===== src/rtl/fifo_pkg.sv =====
// Shared defaults and sizing helper for the synchronous FIFO.
package fifo_pkg;

  localparam int DEF_DATA_WIDTH = 8;
  localparam int DEF_DEPTH      = 4;

  // Ceiling log2, used to size the read/write pointers and the occupancy count.
  function automatic int ptr_width(input int depth);
    int w;
    w = 0;
    for (int i = 0; i < 31; i++) begin
      if ((1 << i) < depth) w = i + 1;
    end
    return w;
  endfunction

endpackage


===== src/rtl/fifo_if.sv =====
// Producer/consumer bundle for the FIFO.
// The FIFO_ERR_FLAGS_EN macro adds the sticky overflow/underflow status signals.
interface fifo_if import fifo_pkg::*; #(
  parameter int DATA_WIDTH = DEF_DATA_WIDTH
);

  logic                  wr_en;
  logic                  rd_en;
  logic [DATA_WIDTH-1:0] din;
  logic [DATA_WIDTH-1:0] dout;
  logic                  full;
  logic                  empty;
`ifdef FIFO_ERR_FLAGS_EN
  logic                  overflow;
  logic                  underflow;
`endif

  // User side: drives requests and write data, observes data and status.
  modport master (
    output wr_en, rd_en, din,
`ifdef FIFO_ERR_FLAGS_EN
    input  overflow, underflow,
`endif
    input  dout, full, empty
  );

  // FIFO side.
  modport slave (
    input  wr_en, rd_en, din,
`ifdef FIFO_ERR_FLAGS_EN
    output overflow, underflow,
`endif
    output dout, full, empty
  );

endinterface


===== src/rtl/fifo_mem.sv =====
// Storage array for the FIFO: synchronous write, combinational read address.
// Contents are deliberately not reset.
module fifo_mem #(
  parameter int DATA_WIDTH = 8,
  parameter int DEPTH      = 4,
  parameter int ADDR_W     = 2
) (
  input  logic                  clk,
  input  logic                  i_we,
  input  logic [ADDR_W-1:0]     i_waddr,
  input  logic [DATA_WIDTH-1:0] i_wdata,
  input  logic [ADDR_W-1:0]     i_raddr,
  output logic [DATA_WIDTH-1:0] o_rdata
);

  logic [DATA_WIDTH-1:0] r_mem [DEPTH];

  // Write port: store the incoming word at the write address.
  always_ff @(posedge clk) begin
    if (i_we) r_mem[i_waddr] <= i_wdata;
  end

  assign o_rdata = r_mem[i_raddr];

endmodule


===== src/rtl/fifo.sv =====
// Single-clock synchronous FIFO with registered read data.
// Writes while full and reads while empty are ignored.
// Define FIFO_ERR_FLAGS_EN to add sticky overflow/underflow flags.
module fifo import fifo_pkg::*; #(
  parameter int DATA_WIDTH = DEF_DATA_WIDTH,
  parameter int DEPTH      = DEF_DEPTH
) (
  input  logic   clk,
  input  logic   rst,
  fifo_if.slave  bus
);

  localparam int PTR_W = ptr_width(DEPTH);
  localparam int CNT_W = PTR_W + 1;

  logic [PTR_W-1:0]      r_wptr;
  logic [PTR_W-1:0]      r_rptr;
  logic [CNT_W-1:0]      r_count;
  logic [DATA_WIDTH-1:0] r_dout;
  logic [DATA_WIDTH-1:0] w_rdata;
  logic                  w_full;
  logic                  w_empty;
  logic                  w_wr_acc;
  logic                  w_rd_acc;

  assign w_full   = (r_count == CNT_W'(DEPTH));
  assign w_empty  = (r_count == '0);
  // Full/empty gating gives the required priority: write wins when empty, read wins when full.
  assign w_wr_acc = bus.wr_en && !w_full;
  assign w_rd_acc = bus.rd_en && !w_empty;

  fifo_mem #(
    .DATA_WIDTH (DATA_WIDTH),
    .DEPTH      (DEPTH),
    .ADDR_W     (PTR_W)
  ) u_mem (
    .clk     (clk),
    .i_we    (w_wr_acc),
    .i_waddr (r_wptr),
    .i_wdata (bus.din),
    .i_raddr (r_rptr),
    .o_rdata (w_rdata)
  );

  // Pointer, occupancy and read-data registers.
  always_ff @(posedge clk or posedge rst) begin
    if (rst) begin
      r_wptr  <= '0;
      r_rptr  <= '0;
      r_count <= '0;
      r_dout  <= '0;
    end else begin
      if (w_wr_acc) r_wptr <= r_wptr + PTR_W'(1);
      if (w_rd_acc) begin
        r_rptr <= r_rptr + PTR_W'(1);
        r_dout <= w_rdata;
      end
      case ({w_wr_acc, w_rd_acc})
        2'b10:   r_count <= r_count + CNT_W'(1);
        2'b01:   r_count <= r_count - CNT_W'(1);
        default: r_count <= r_count;
      endcase
    end
  end

  assign bus.dout  = r_dout;
  assign bus.full  = w_full;
  assign bus.empty = w_empty;

`ifdef FIFO_ERR_FLAGS_EN
  logic r_overflow;
  logic r_underflow;

  // Sticky error flags: record any rejected write or read until reset.
  always_ff @(posedge clk or posedge rst) begin
    if (rst) begin
      r_overflow  <= 1'b0;
      r_underflow <= 1'b0;
    end else begin
      if (bus.wr_en && w_full)  r_overflow  <= 1'b1;
      if (bus.rd_en && w_empty) r_underflow <= 1'b1;
    end
  end

  assign bus.overflow  = r_overflow;
  assign bus.underflow = r_underflow;
`endif

endmodule


===== src/flat_wrapper.sv =====
// flat-port wrapper written by rule: the top's interface ports become plain ports
module fifo_flat import fifo_pkg::*;
#(
  parameter int DATA_WIDTH = DEF_DATA_WIDTH,
  parameter int DEPTH      = DEF_DEPTH
)
  (clk, rst, bus_wr_en, bus_rd_en, bus_din, bus_dout, bus_full, bus_empty);
  fifo_if #(.DATA_WIDTH(DATA_WIDTH)) bus_i ();
  input  logic clk;
  input  logic rst;
  input wire logic [$bits(bus_i.wr_en)-1:0] bus_wr_en;
  input wire logic [$bits(bus_i.rd_en)-1:0] bus_rd_en;
  input wire logic [$bits(bus_i.din)-1:0] bus_din;
  output wire logic [$bits(bus_i.dout)-1:0] bus_dout;
  output wire logic [$bits(bus_i.full)-1:0] bus_full;
  output wire logic [$bits(bus_i.empty)-1:0] bus_empty;
  assign bus_i.wr_en = bus_wr_en;
  assign bus_i.rd_en = bus_rd_en;
  assign bus_i.din = bus_din;
  assign bus_dout = bus_i.dout;
  assign bus_full = bus_i.full;
  assign bus_empty = bus_i.empty;
  fifo #(.DATA_WIDTH(DATA_WIDTH), .DEPTH(DEPTH)) u_core (.clk(clk), .rst(rst), .bus(bus_i));
endmodule

===== config.mk =====
export PLATFORM = sky130hd
export DESIGN_NAME = fifo_flat
export DESIGN_NICKNAME = d
export VERILOG_FILES = /design/src/rtl/fifo_pkg.sv /design/src/rtl/fifo_if.sv /design/src/rtl/fifo_mem.sv /design/src/rtl/fifo.sv /design/src/flat_wrapper.sv
export SDC_FILE = /design/constraint.sdc
export NUM_CORES = 1
export LEC_CHECK = 0
export CELL_PAD_IN_SITES_DETAIL_PLACEMENT = 1
export CELL_PAD_IN_SITES_GLOBAL_PLACEMENT = 2
export CORE_ASPECT_RATIO = 1.1
export CORE_MARGIN = 2
export CORE_UTILIZATION = 43
export DETAILED_ROUTE_END_ITERATION = 10
export GPL_ROUTABILITY_DRIVEN = 1
export PLACE_DENSITY = 0.89
export SYNTH_ARGS = -nofsm -noshare
export SYNTH_HDL_FRONTEND = slang
export SYNTH_SLANG_ARGS = --single-unit
export TNS_END_PERCENT = 20

===== constraint.sdc =====
create_clock -name clk -period 3.9 [get_ports clk]
set_input_delay 0.585 -clock clk [delete_from_list [all_inputs] [get_ports clk]]
set_output_delay 0.585 -clock clk [all_outputs]
set_load 0.03 [all_outputs]

==> reports/results.tsv, run 1 <==
stage	metric	value	unit
synth	Async S/R FF share, synth	0.319	
worst_setup_path	Data required, critical path	3310	ps
cts	clk sinks	47	
timing	TNS Setup	0	ps
timing	post-route minimum period	2320	ps
cts	H-tree depth	2	
routing	Post-route DRC	0	
grt	largest net degree at the start of global routing	16	
hold_path	worst hold path endpoint	u_core.bus.dout[3]	
synth	predominant post-synthesis flop cell	edfxtp_1	
floorplanning	Starting Density	0.444	
hold_path	HP Class	reg -> reg	
finish	# diodes	0	
cts	# hold bufs at CTS	0	
floorplanning	I/O pin total	22	
cts	postcts setup bufs	0	
worst_setup_path	crit path launch type	register	
synth	synthesized cell area	0.00189	mm²
routing	routed vias	954	
worst_setup_path	r2r endpoint	u_core.r_count[2]	
worst_setup_path	r2r setup slk	1790	ps
synth	top cells by count, synth	edfxtp_1 (32), nand2_1 (24), dfrtp_1 (15)	
floorplanning	Die Ht	73.5	µm
worst_setup_path	Bufs and invs on worst path	1	
hold_path	hold path cells	2	
synth	Syn Inst Count	113	
finish	Layout Cells excl Fill	194	
hold_path	hold_sp	u_core.bus.dout[3]	
worst_setup_path	CP cell instances	nor3b_2, clkdlybuf4s50_1	
timing	Max Freq	431	MHz
floorplanning	FP Rows	25	
worst_setup_path	worst reg2reg startpoint	u_core.r_count[0]	
cts	Clock Pin Slew Worst Setup and Hold Paths	80	ps
timing	final hold vios	0	
cts	CTS tree	done	
worst_setup_path	Setup CP Type	reg -> out	
worst_setup_path	CP Capture Type	primary output	
placement	RD Place Congestion	0.709	
pwr	PwrDens	773	mW/mm²
synth	dominant cell type by area after synthesis	edfxtp_1	
cts	post-CTS sizing	0	
grt	initial antenna violation count	0	
synth	post-synthesis cell type count	21	
routing	Initial DRC Count	51	
routing	Initial DRT Pass Iterations	4	
cts	CTS root buf	clkbuf_8	
synth	YS warnings	0	
synth	most common cell in the netlist	edfxtp_1	
grt	first-pass GRT wire length	5540	µm
run_status	outcome	completed	
finish	Area Growth Syn to Fin	19.9	%
grt	vias in the first global route	1113	
routing	total wire length	3270	µm
timing	Hold Slack	487	ps
worst_setup_path	CP max stage cell	clkdlybuf4s50_1	
synth	register bit total from synthesis	47	
synth	register area share after synthesis	0.708	
synth	Yosys top cell area share	0.509	
worst_setup_path	CP Max Fanout	5	
synth	top cells by area, synth	edfxtp_1 (51%), dfrtp_1 (20%), mux4_2 (9.5%)	
placement	Post-Place Cells	186	
synth	Post-synth EDFFs	32	
cts	TritonCTS buffer count	5	
worst_setup_path	Worst Reg-to-Reg Cells	8	
grt	gr usage total	0.159	
timing	final period utilization	0.595	
floorplanning	DIE AREA	0.00493	mm²
synth	Syn Area/Cell	16.7	µm²
timing	Slew @ Worst Pin	597	ps
floorplanning	total core area	0.00425	mm²
finish	Total Nets Final	157	
pwr	Static Leak	0.000866	µW
timing	setup violators final	0	
job	total of max-cap violations	0	
worst_setup_path	critical path's top delay family	buffers and inverters	
placement	Port Buffers	21	
cts	Clock Latency Late Sink	290	ps
floorplanning	Die X	67.2	µm
timing	final slew viol count	0	
cts	clk buf depth	2	
timing	RSZ-0062 raised after global routing	false	
pwr	VDD IR-drop max	0.319	mV
placement	HPWL Detailed	2380	µm
grt	total gr overflow	0	
finish	layout cell share with drive strength beyond 1	0.143	
timing	Layout Skew	4.92	ps
worst_setup_path	CP arrival	1740	ps
routing	post-route ant nets	0	
routing	DR WL/cell	16.8	µm
synth	Syn Nets	131	
timing	Relative slew margins	0.602	
routing	Via-to-Cell Ratio	4.92	
worst_setup_path	CP max stage delay	710	ps
[power by group]
part | internal [µW] | total [µW] | switching, µW | leakage, µW
combinational | 280 | 592 | 312 | 0.000341
clock | 192 | 341 | 149 | 0.0000524
sequential | 689 | 815 | 126 | 0.000473
[placed cells by master, fill, tap and decap left out]
cell / count
nor3b_2: 1
ha_1: 5
fa_1: 1
and2_1: 4
clkbuf_1: 2
nor2b_2: 1
o31ai_4: 1
mux4_2: 8
xor2_1: 2
inv_4: 1
mux2_2: 1
dfrtp_1: 15
clkbuf_8: 5
xnor2_1: 4
nor3_1: 1
inv_1: 7
nand2_1: 24
clkdlybuf4s50_1: 21
mux2i_1: 1
edfxtp_1: 32
bufinv_16: 1
nor2_1: 1
nand2_2: 1
[sequential cells by signal (all words and copies together) (netlist names)]
name                flops
u_core.u_mem.r_mem     32
u_core.bus.dout         8
u_core.r_count          3
u_core.r_wptr           2
u_core.r_rptr           2
[worst min-delay path: cells and delay by family, from the launching register on]
family	cells	cell delay, ps
DFF	1	350
and+or+nand+nor	2	110
[final cells by class]
type	instances	area [µm²]
inverters	8	32.5
clock inverters	1	30.0
fillers	419	1990
flip-flops and latches	47	1340
multi-input cells	56	509
repair buffers	21	210
clock buffers	7	76.3
well taps	54	67.6
[kinds of logic (layout without fill, tap and decap cells)]
| kind of cell | count (synthesis) | after routing | synth area share |
|---|---|---|---|
| flip-flops | 47 | 47 | 0.708 |
| AND/OR/NAND/NOR | 33 | 33 | 0.0802 |
| multiplexers | 10 | 10 | 0.107 |
| buffers and inverters | 10 | 37 | 0.0219 |
| adder cells (fa/ha/maj) | 6 | 6 | 0.0438 |
| XOR/XNOR | 6 | 6 | 0.0279 |
| AO/OA/AOI/OAI | 1 | 1 | 0.0113 |
[per-stage QoR]
stage | power (µW) | utilization | cell area [µm²] | worst slack [ps]
6_report | 1750 | 0.532 | 2260 | 1580
5_1_grt | 1860 | 0.532 | 2260 | 1520
4_1_cts | 1780 | 0.532 | 2260 | 1550
3_5_place_dp | 1430 | 0.507 | 2160 | 1340
3_3_place_gp | 1400 | 0.507 | 2160 | 1460
2_1_floorplan | 1210 | - | 1890 | 1660
[worst max-delay path by stage]
stage                                  from           endpoint  cells past startpoint
after floorplan           u_core.r_count[0]  u_core.r_count[2]                      9
after global placement            bus_rd_en  u_core.r_count[2]                      9
after detailed placement          bus_rd_en  u_core.r_count[2]                      9
after CTS                 u_core.r_count[0]           bus_full                      2
after global routing              bus_rd_en  u_core.r_count[2]                      9
final                     u_core.r_count[0]           bus_full                      2
[metal layers]
| metal | wire, µm | share of wire | vias up | GRT usage |
|---|---|---|---|---|
| li1 | - | - | 449 | - |
| met1 | 1310 | 0.40 | 484 | 0.187 |
| met2 | 1820 | 0.56 | 17 | 0.283 |
| met3 | 104 | 0.032 | 4 | 0.0413 |
| met4 | 27 | 0.0083 | 0 | 0.0476 |
| met5 | 0 | 0 | - | 0 |
Power figures use the tool's default switching activity.
==> run 2, diff against run 1 <==
--- a/config.mk
+++ b/config.mk
@@ -9,10 +9,10 @@
 export CELL_PAD_IN_SITES_GLOBAL_PLACEMENT = 2
 export CORE_ASPECT_RATIO = 1.1
 export CORE_MARGIN = 2
-export CORE_UTILIZATION = 43
+export CORE_UTILIZATION = 36
 export DETAILED_ROUTE_END_ITERATION = 10
 export GPL_ROUTABILITY_DRIVEN = 1
-export PLACE_DENSITY = 0.89
+export PLACE_DENSITY = 0.8
 export SYNTH_ARGS = -nofsm -noshare
 export SYNTH_HDL_FRONTEND = slang
 export SYNTH_SLANG_ARGS = --single-unit
==> constraint.sdc (replaced) <==
create_clock -name clk -period 1.9 [get_ports clk]
set_input_delay 0.285 -clock clk [delete_from_list [all_inputs] [get_ports clk]]
set_output_delay 0.285 -clock clk [all_outputs]
set_load 0.03 [all_outputs]
==> reports/results.tsv, run 2 (synthesized netlist as in run 1, its figures left out) <==
stage	metric	value	unit	change
finish	max reg flops	32		unchanged
timing	setup violators final	0		unchanged
finish	commonest non-fill, non-tap cell in the layout	edfxtp_1		
placement	RD Place Congestion	0.649		-8.4%
placement	Place WS	-130	ps	-1470 ps
finish	most frequent cells in the layout	edfxtp_1 (32), nand2_1 (24), clkdlybuf4s50_1 (19), dfrtp_1 (13), buf_4 (11)		
timing	final slew viol count	0		unchanged
worst_setup_path	Data required, critical path	2120	ps	-1190 ps
finish	# diodes	0		unchanged
timing	Max Freq	544	MHz	
grt	gr usage total	0.133		-0.0254
placement	Port Buffers	21		unchanged
placement	HPWL Detailed	2560	µm	+7.6%
worst_setup_path	CP arrival	2060	ps	+320 ps
floorplanning	total core area	0.00503	mm²	+18%
worst_setup_path	Setup CP Type	reg -> reg		
routing	Initial DRC Count	41		-20%
timing	final hold vios	0		unchanged
timing	setup slack after layout	60.4	ps	-1520 ps
timing	Relative slew margins	0.599		-0.00316
floorplanning	Die Ht	79.9	µm	+8.8%
routing	Initial DRT Pass Iterations	2		-2
routing	Post-route DRC	0		unchanged
cts	clk buf depth	2		unchanged
finish	Area Growth Syn to Fin	29.6	%	
cts	CTS root buf	clkbuf_8		
timing	RSZ-0062 raised after global routing	true		
cts	# hold bufs at CTS	0		unchanged
grt	initial antenna violation count	0		unchanged
cts	clk sinks	47		unchanged
routing	post-route ant nets	0		unchanged
timing	post-route minimum period	1840	ps	
cts	H-tree depth	2		unchanged
cts	CTS tree	done		
grt	total gr overflow	0		unchanged
worst_setup_path	CP Capture Type	register		
hold_path	HP Class	in -> async		
cts	TritonCTS buffer count	5		unchanged
cts	Clock Latency Late Sink	300	ps	about the same
grt	vias in the first global route	1080		-3.0%
floorplanning	DIE AREA	0.00584	mm²	+18%
pwr	PwrDens	1560	mW/mm²	+100%
routing	routed vias	1011		+6.0%
floorplanning	I/O pin total	22		unchanged
worst_setup_path	crit path launch type	register		
timing	Hold Slack	356	ps	-131 ps
job	total of max-cap violations	0		unchanged
timing	final period utilization	0.968		
floorplanning	Die X	73.0	µm	+8.7%
pwr	VDD IR-drop max	0.518	mV	+62%
pwr	Static Leak	0.000959	µW	+11%
worst_setup_path	CP Max Fanout	4		-1
routing	total wire length	3490	µm	+6.7%
run_status	outcome	completed		
cts	Clock Pin Slew Worst Setup and Hold Paths	80	ps	about the same
routing	Via-to-Cell Ratio	4.75		-3.5%
floorplanning	Starting Density	0.375		-0.0687
grt	largest net degree at the start of global routing	16		unchanged
finish	Total Nets Final	172		+9.6%
finish	layout cell share with drive strength beyond 1	0.271		+0.128
finish	Largest Register	u_core.u_mem.r_mem		
grt	first-pass GRT wire length	5600	µm	+1.1%
floorplanning	FP Rows	27		+8.0%
timing	Layout Skew	8.94	ps	+4.02 ps
timing	Slew @ Worst Pin	601	ps	+4.08 ps
routing	DR WL/cell	16.4	µm	-2.8%
run 2: cell count changes in the layout (fill, tap and decap cells not counted), sizes merged:
cell           before  now
buf                 0   15
clkbuf              7    8
dlygate4sd2         0    2
bufinv              1    0
clkdlybuf4s50      21   19
run 2: critical path, cell delays in order, from the launching register on:
cell	delay (ps)
dfrtp_2	450
nor3b_4	240
nor2b_2	80
inv_2	80
ha_4	150
inv_2	40
fa_2	320
xor2_1	150
nor2_1	110
xor2_1	150
run 2: layout make-up:
| type | count | area [µm²] |
|---|---|---|
| clock buffer | 8 | 100 |
| fill | 504 | 2590 |
| inverter | 8 | 32.5 |
| multi-input combinational | 56 | 531 |
| sequential | 47 | 1340 |
| tap | 58 | 72.6 |
| timing repair buffer | 36 | 370 |
run 2: routing by layer:
metal,GRT usage,vias to the layer above,wire [µm]
met5,0,-,0
met4,0.0667,0,59
met3,0.0303,5,99
met2,0.218,18,1820
met1,0.164,511,1500
li1,-,477,-
run 2: worst paths after layout:
path / to / slack [ps] / depth (start not counted) / from
setup / recovery: u_core.r_count[2] / 60 / 9 / u_core.r_count[0]
hold / removal: u_core.r_count[2] / 360 / 2 / rst
setup reg to reg: u_core.r_count[2] / 60 / 9 / u_core.r_count[0]
hold reg to reg: u_core.bus.dout[3] / 470 / 2 / u_core.bus.dout[3]
max in group asynchronous: u_core.r_count[0] / 1120 / 2 / rst
min in group clk: u_core.bus.dout[3] / 470 / 2 / u_core.bus.dout[3]
run 2: report_power, final:
part	switching (µW)	internal, µW
Sequential	184	1420
Combinational	769	785
Clock	313	332
run 2: timing repair:
item	4_1_cts	5_1_grt
gates resized for setup	2	3
setup endpoints to repair	3	1
pin swaps	0	4
setup buffers	0	5
run 2: metrics by stage:
stage / total power, µW / cell area (µm²) / std cells / utilization / setup TNS, ps
floorplan: 2510 / 1900 / 113 / - / -188
global placement: 3040 / 2300 / 200 / 0.457 / -50.5
detailed placement: 3140 / 2300 / 200 / 0.457 / -130
CTS: 3780 / 2400 / 208 / 0.476 / -22.8
global route: 4040 / 2440 / 213 / 0.486 / -33.1
finish: 3800 / 2440 / 213 / 0.486 / 0
==> run 3, diff against run 2 <==
--- a/config.mk
+++ b/config.mk
@@ -9,11 +9,12 @@
 export CELL_PAD_IN_SITES_GLOBAL_PLACEMENT = 2
 export CORE_ASPECT_RATIO = 1.1
 export CORE_MARGIN = 2
-export CORE_UTILIZATION = 36
+export CORE_UTILIZATION = 37
 export DETAILED_ROUTE_END_ITERATION = 10
 export GPL_ROUTABILITY_DRIVEN = 1
-export PLACE_DENSITY = 0.8
+export PLACE_DENSITY = 0.79
 export SYNTH_ARGS = -nofsm -noshare
 export SYNTH_HDL_FRONTEND = slang
+export SYNTH_HIERARCHICAL = 1
 export SYNTH_SLANG_ARGS = --single-unit
 export TNS_END_PERCENT = 20
==> reports/results.tsv, run 3 <==
stage	metric	value	unit	change
grt	initial antenna violation count	0		unchanged
timing	Slew @ Worst Pin	657	ps	+56.8 ps
timing	Max Freq	522	MHz	-4.0%
synth	Syn Inst Count	93		-18%
synth	register bit total from synthesis	47		unchanged
floorplanning	DIE AREA	0.00561	mm²	-3.9%
pwr	switching share of power	0.331		-0.00243
pwr	Psw	1240	µW	-2.1%
timing	RSZ-0062 raised after global routing	true		
synth	synthesized cell area	0.00186	mm²	-1.5%
finish	commonest non-fill, non-tap cell in the layout	edfxtp_1		
grt	largest net degree at the start of global routing	17		+1
cts	clk buf depth	2		unchanged
finish	max reg flops	32		unchanged
finish	Area Growth Syn to Fin	25.7	%	
finish	# diodes	0		unchanged
job	total of max-cap violations	0		unchanged
pwr	Reg power frac	0.430		+0.009
grt	total gr overflow	0		unchanged
routing	routed vias	942		-6.8%
synth	top cells by area, synth	edfxtp_1 (52%), dfrtp_1 (20%), mux4_2 (9.7%)		
synth	Async S/R FF share, synth	0.319		unchanged
synth	Syn Area/Cell	20.0	µm²	+20%
placement	Port Buffers	21		unchanged
cts	clk sinks	47		unchanged
pwr	P_int	2510	µW	-1.0%
routing	DR WL/cell	18.1	µm	+10%
timing	Relative slew margins	0.561		-0.0379
worst_setup_path	crit path launch type	register		
worst_setup_path	CP max stage cell	or3b_4		
run_status	failing checks	negative setup slack		
floorplanning	total core area	0.00493	mm²	-2.0%
timing	final slew viol count	0		unchanged
synth	top cells by count, synth	edfxtp_1 (32), dfrtp_1 (15), mux4_2 (8)		
cts	H-tree depth	2		unchanged
worst_setup_path	CP max stage delay	430	ps	-20 ps
worst_setup_path	CP Max Fanout	3		-1
routing	post-route ant nets	0		unchanged
worst_setup_path	Data required, critical path	2130	ps	about the same
cts	TritonCTS buffer count	5		unchanged
timing	Layout Skew	4.97	ps	-3.97 ps
timing	final period utilization	1.01		+0.0401
pwr	VDD IR-drop max	0.700	mV	+35%
synth	YS warnings	6		+6
grt	first-pass GRT wire length	5690	µm	+1.6%
worst_setup_path	CP cell instances	or3b_4, nand2_4, ha_4, inv_2, fa_2, xor2_1, nor2_1, xor2_1		
timing	setup violators final	1		+1
placement	DP Area	0.00224	mm²	-2.7%
timing	final hold vios	0		unchanged
synth	most common cell in the netlist	edfxtp_1		
grt	vias in the first global route	1062		-1.7%
cts	postcts setup bufs	0		unchanged
worst_setup_path	CP Capture Type	register		
hold_path	HP Class	in -> async		
floorplanning	Die X	71.6	µm	-2.0%
finish	Total Nets Final	147		-15%
finish	design area	0.00234	mm²	-4.4%
run_status	outcome	finished with violations		
floorplanning	Die Ht	78.3	µm	-2.0%
pwr	Static Leak	0.000907	µW	-5.4%
pwr	PwrDens	1600	mW/mm²	+3.2%
finish	layout cell share with drive strength beyond 1	0.336		+0.0649
grt	gr usage total	0.142		+0.00886
timing	post-route minimum period	1920	ps	+76.3 ps
cts	Clock Pin Slew Worst Setup and Hold Paths	90	ps	about the same
synth	Yosys top cell area share	0.517		+0.00754
cts	CTS tree	done		
finish	fillers	477		-5.4%
floorplanning	Starting Density	0.377		+0.00212
floorplanning	FP Rows	27		unchanged
synth	Syn Nets	107		-18%
worst_setup_path	Setup CP Type	reg -> reg		
floorplanning	I/O pin total	22		unchanged
synth	post-synthesis cell type count	23		+9.5%
timing	setup slack after layout	-15.8	ps	-76.3 ps
routing	Initial DRC Count	35		-15%
finish	fin util	0.474		-0.0118
pwr	Combinational Power Share	0.405		-0.004
synth	dominant cell type by area after synthesis	edfxtp_1		
routing	Post-route DRC	0		unchanged
synth	register area share after synthesis	0.719		+0.0105
worst_setup_path	r2r setup slk	-20	ps	-80 ps
placement	HPWL Detailed	2500	µm	-2.3%
routing	Via-to-Cell Ratio	4.91		+3.4%
cts	CTS root buf	clkbuf_8		
placement	RD Place Congestion	0.777		+20%
routing	Initial DRT Pass Iterations	4		+2
cts	Clock Latency Late Sink	300	ps	about the same
finish	Largest Register	u_core/u_mem/r_mem		
worst_setup_path	CP arrival	2150	ps	+90 ps
finish	most frequent cells in the layout	edfxtp_1 (32), clkdlybuf4s50_1 (19), buf_4 (16), dfrtp_1 (15), mux4_2 (8)		
routing	total wire length	3470	µm	-0.49%
synth	predominant post-synthesis flop cell	edfxtp_1		
synth	Post-synth EDFFs	32		unchanged
worst_setup_path	CP dominant cell by count	xor2_1		
pwr	Clk pwr share	0.165		-0.005
## run 3: power by group through the flow
stage / registers, µW / clock network (µW) / logic [µW]
after floorplan: 1750 / 0 / 828
after global placement: 1610 / 0 / 1470
after detailed placement: 1640 / 0 / 1520
after CTS: 1620 / 637 / 1530
after global routing: 1650 / 688 / 1630
final: 1610 / 619 / 1520
## run 3: worst max-delay path, delay by kind of cell, from the launching register on
family	cells	cell delay, ps
buffers and inverters	1	40
AND/OR/NAND/NOR	3	650
adder cells (fa/ha/maj)	2	470
XOR/XNOR	2	300
flip-flops	1	400
## run 3: layout make-up
type	count	area, µm²	area share
Sequential cell	47	1340	0.572
Multi-Input combinational cell	37	495	0.212
Timing Repair Buffer	36	319	0.137
Tap cell	58	72.6	0.0310
Clock buffer	5	68.8	0.0294
Clock inverter	3	22.5	0.00964
Inverter	6	22.5	0.00964
## run 3: cells by family after synthesis
kind of cell	count (synthesis)	synth area share
buf+inv	9	0.0269
compound gates	1	0.00471
flops	47	0.719
fa+ha+maj	2	0.0175
mux	17	0.165
xor+xnor	7	0.0330
simple gates	10	0.0343
## run 3: final timing paths
check | depth (start not counted) | from | end
max | 8 | u_core/r_count[0] | u_core/r_count[2]
min | 2 | rst | u_core/bus.dout[1]
max reg2reg | 8 | u_core/r_count[0] | u_core/r_count[2]
min reg2reg | 1 | u_core/bus.dout[3] | u_core/bus.dout[3]
max in group asynchronous | 2 | rst | u_core/bus.dout[0]
min in group clk | 1 | u_core/bus.dout[3] | u_core/bus.dout[3]
## run 3: metal layers
layer	track usage	wire (µm)	vias up
met2	0.244	1940	14
met5	0	0	-
met1	0.165	1350	496
li1	-	-	425
met4	0.0585	67	0
met3	0.0424	113	7
## run 3: what timing repair did
| item | CTS | global route |
|---|---|---|
| resized for setup | 1 | 2 |
| endpoints found under the setup margin | 2 | 1 |
| pin swaps | 1 | 3 |
| hold buffers | 0 | 0 |
| cloned | 0 | 0 |
## run 3: metrics by stage
stage	cells	setup slack [ps]	hold slack [ps]	power, µW	setup TNS, ps
global placement	184	-18.7	496	3080	-18.7
finish	192	-15.8	370	3750	-15.8
detailed placement	184	-111	499	3160	-111
global route	192	-115	425	3970	-115
floorplan	93	8.97	186	2570	0
CTS	192	-32.0	394	3780	-32.0
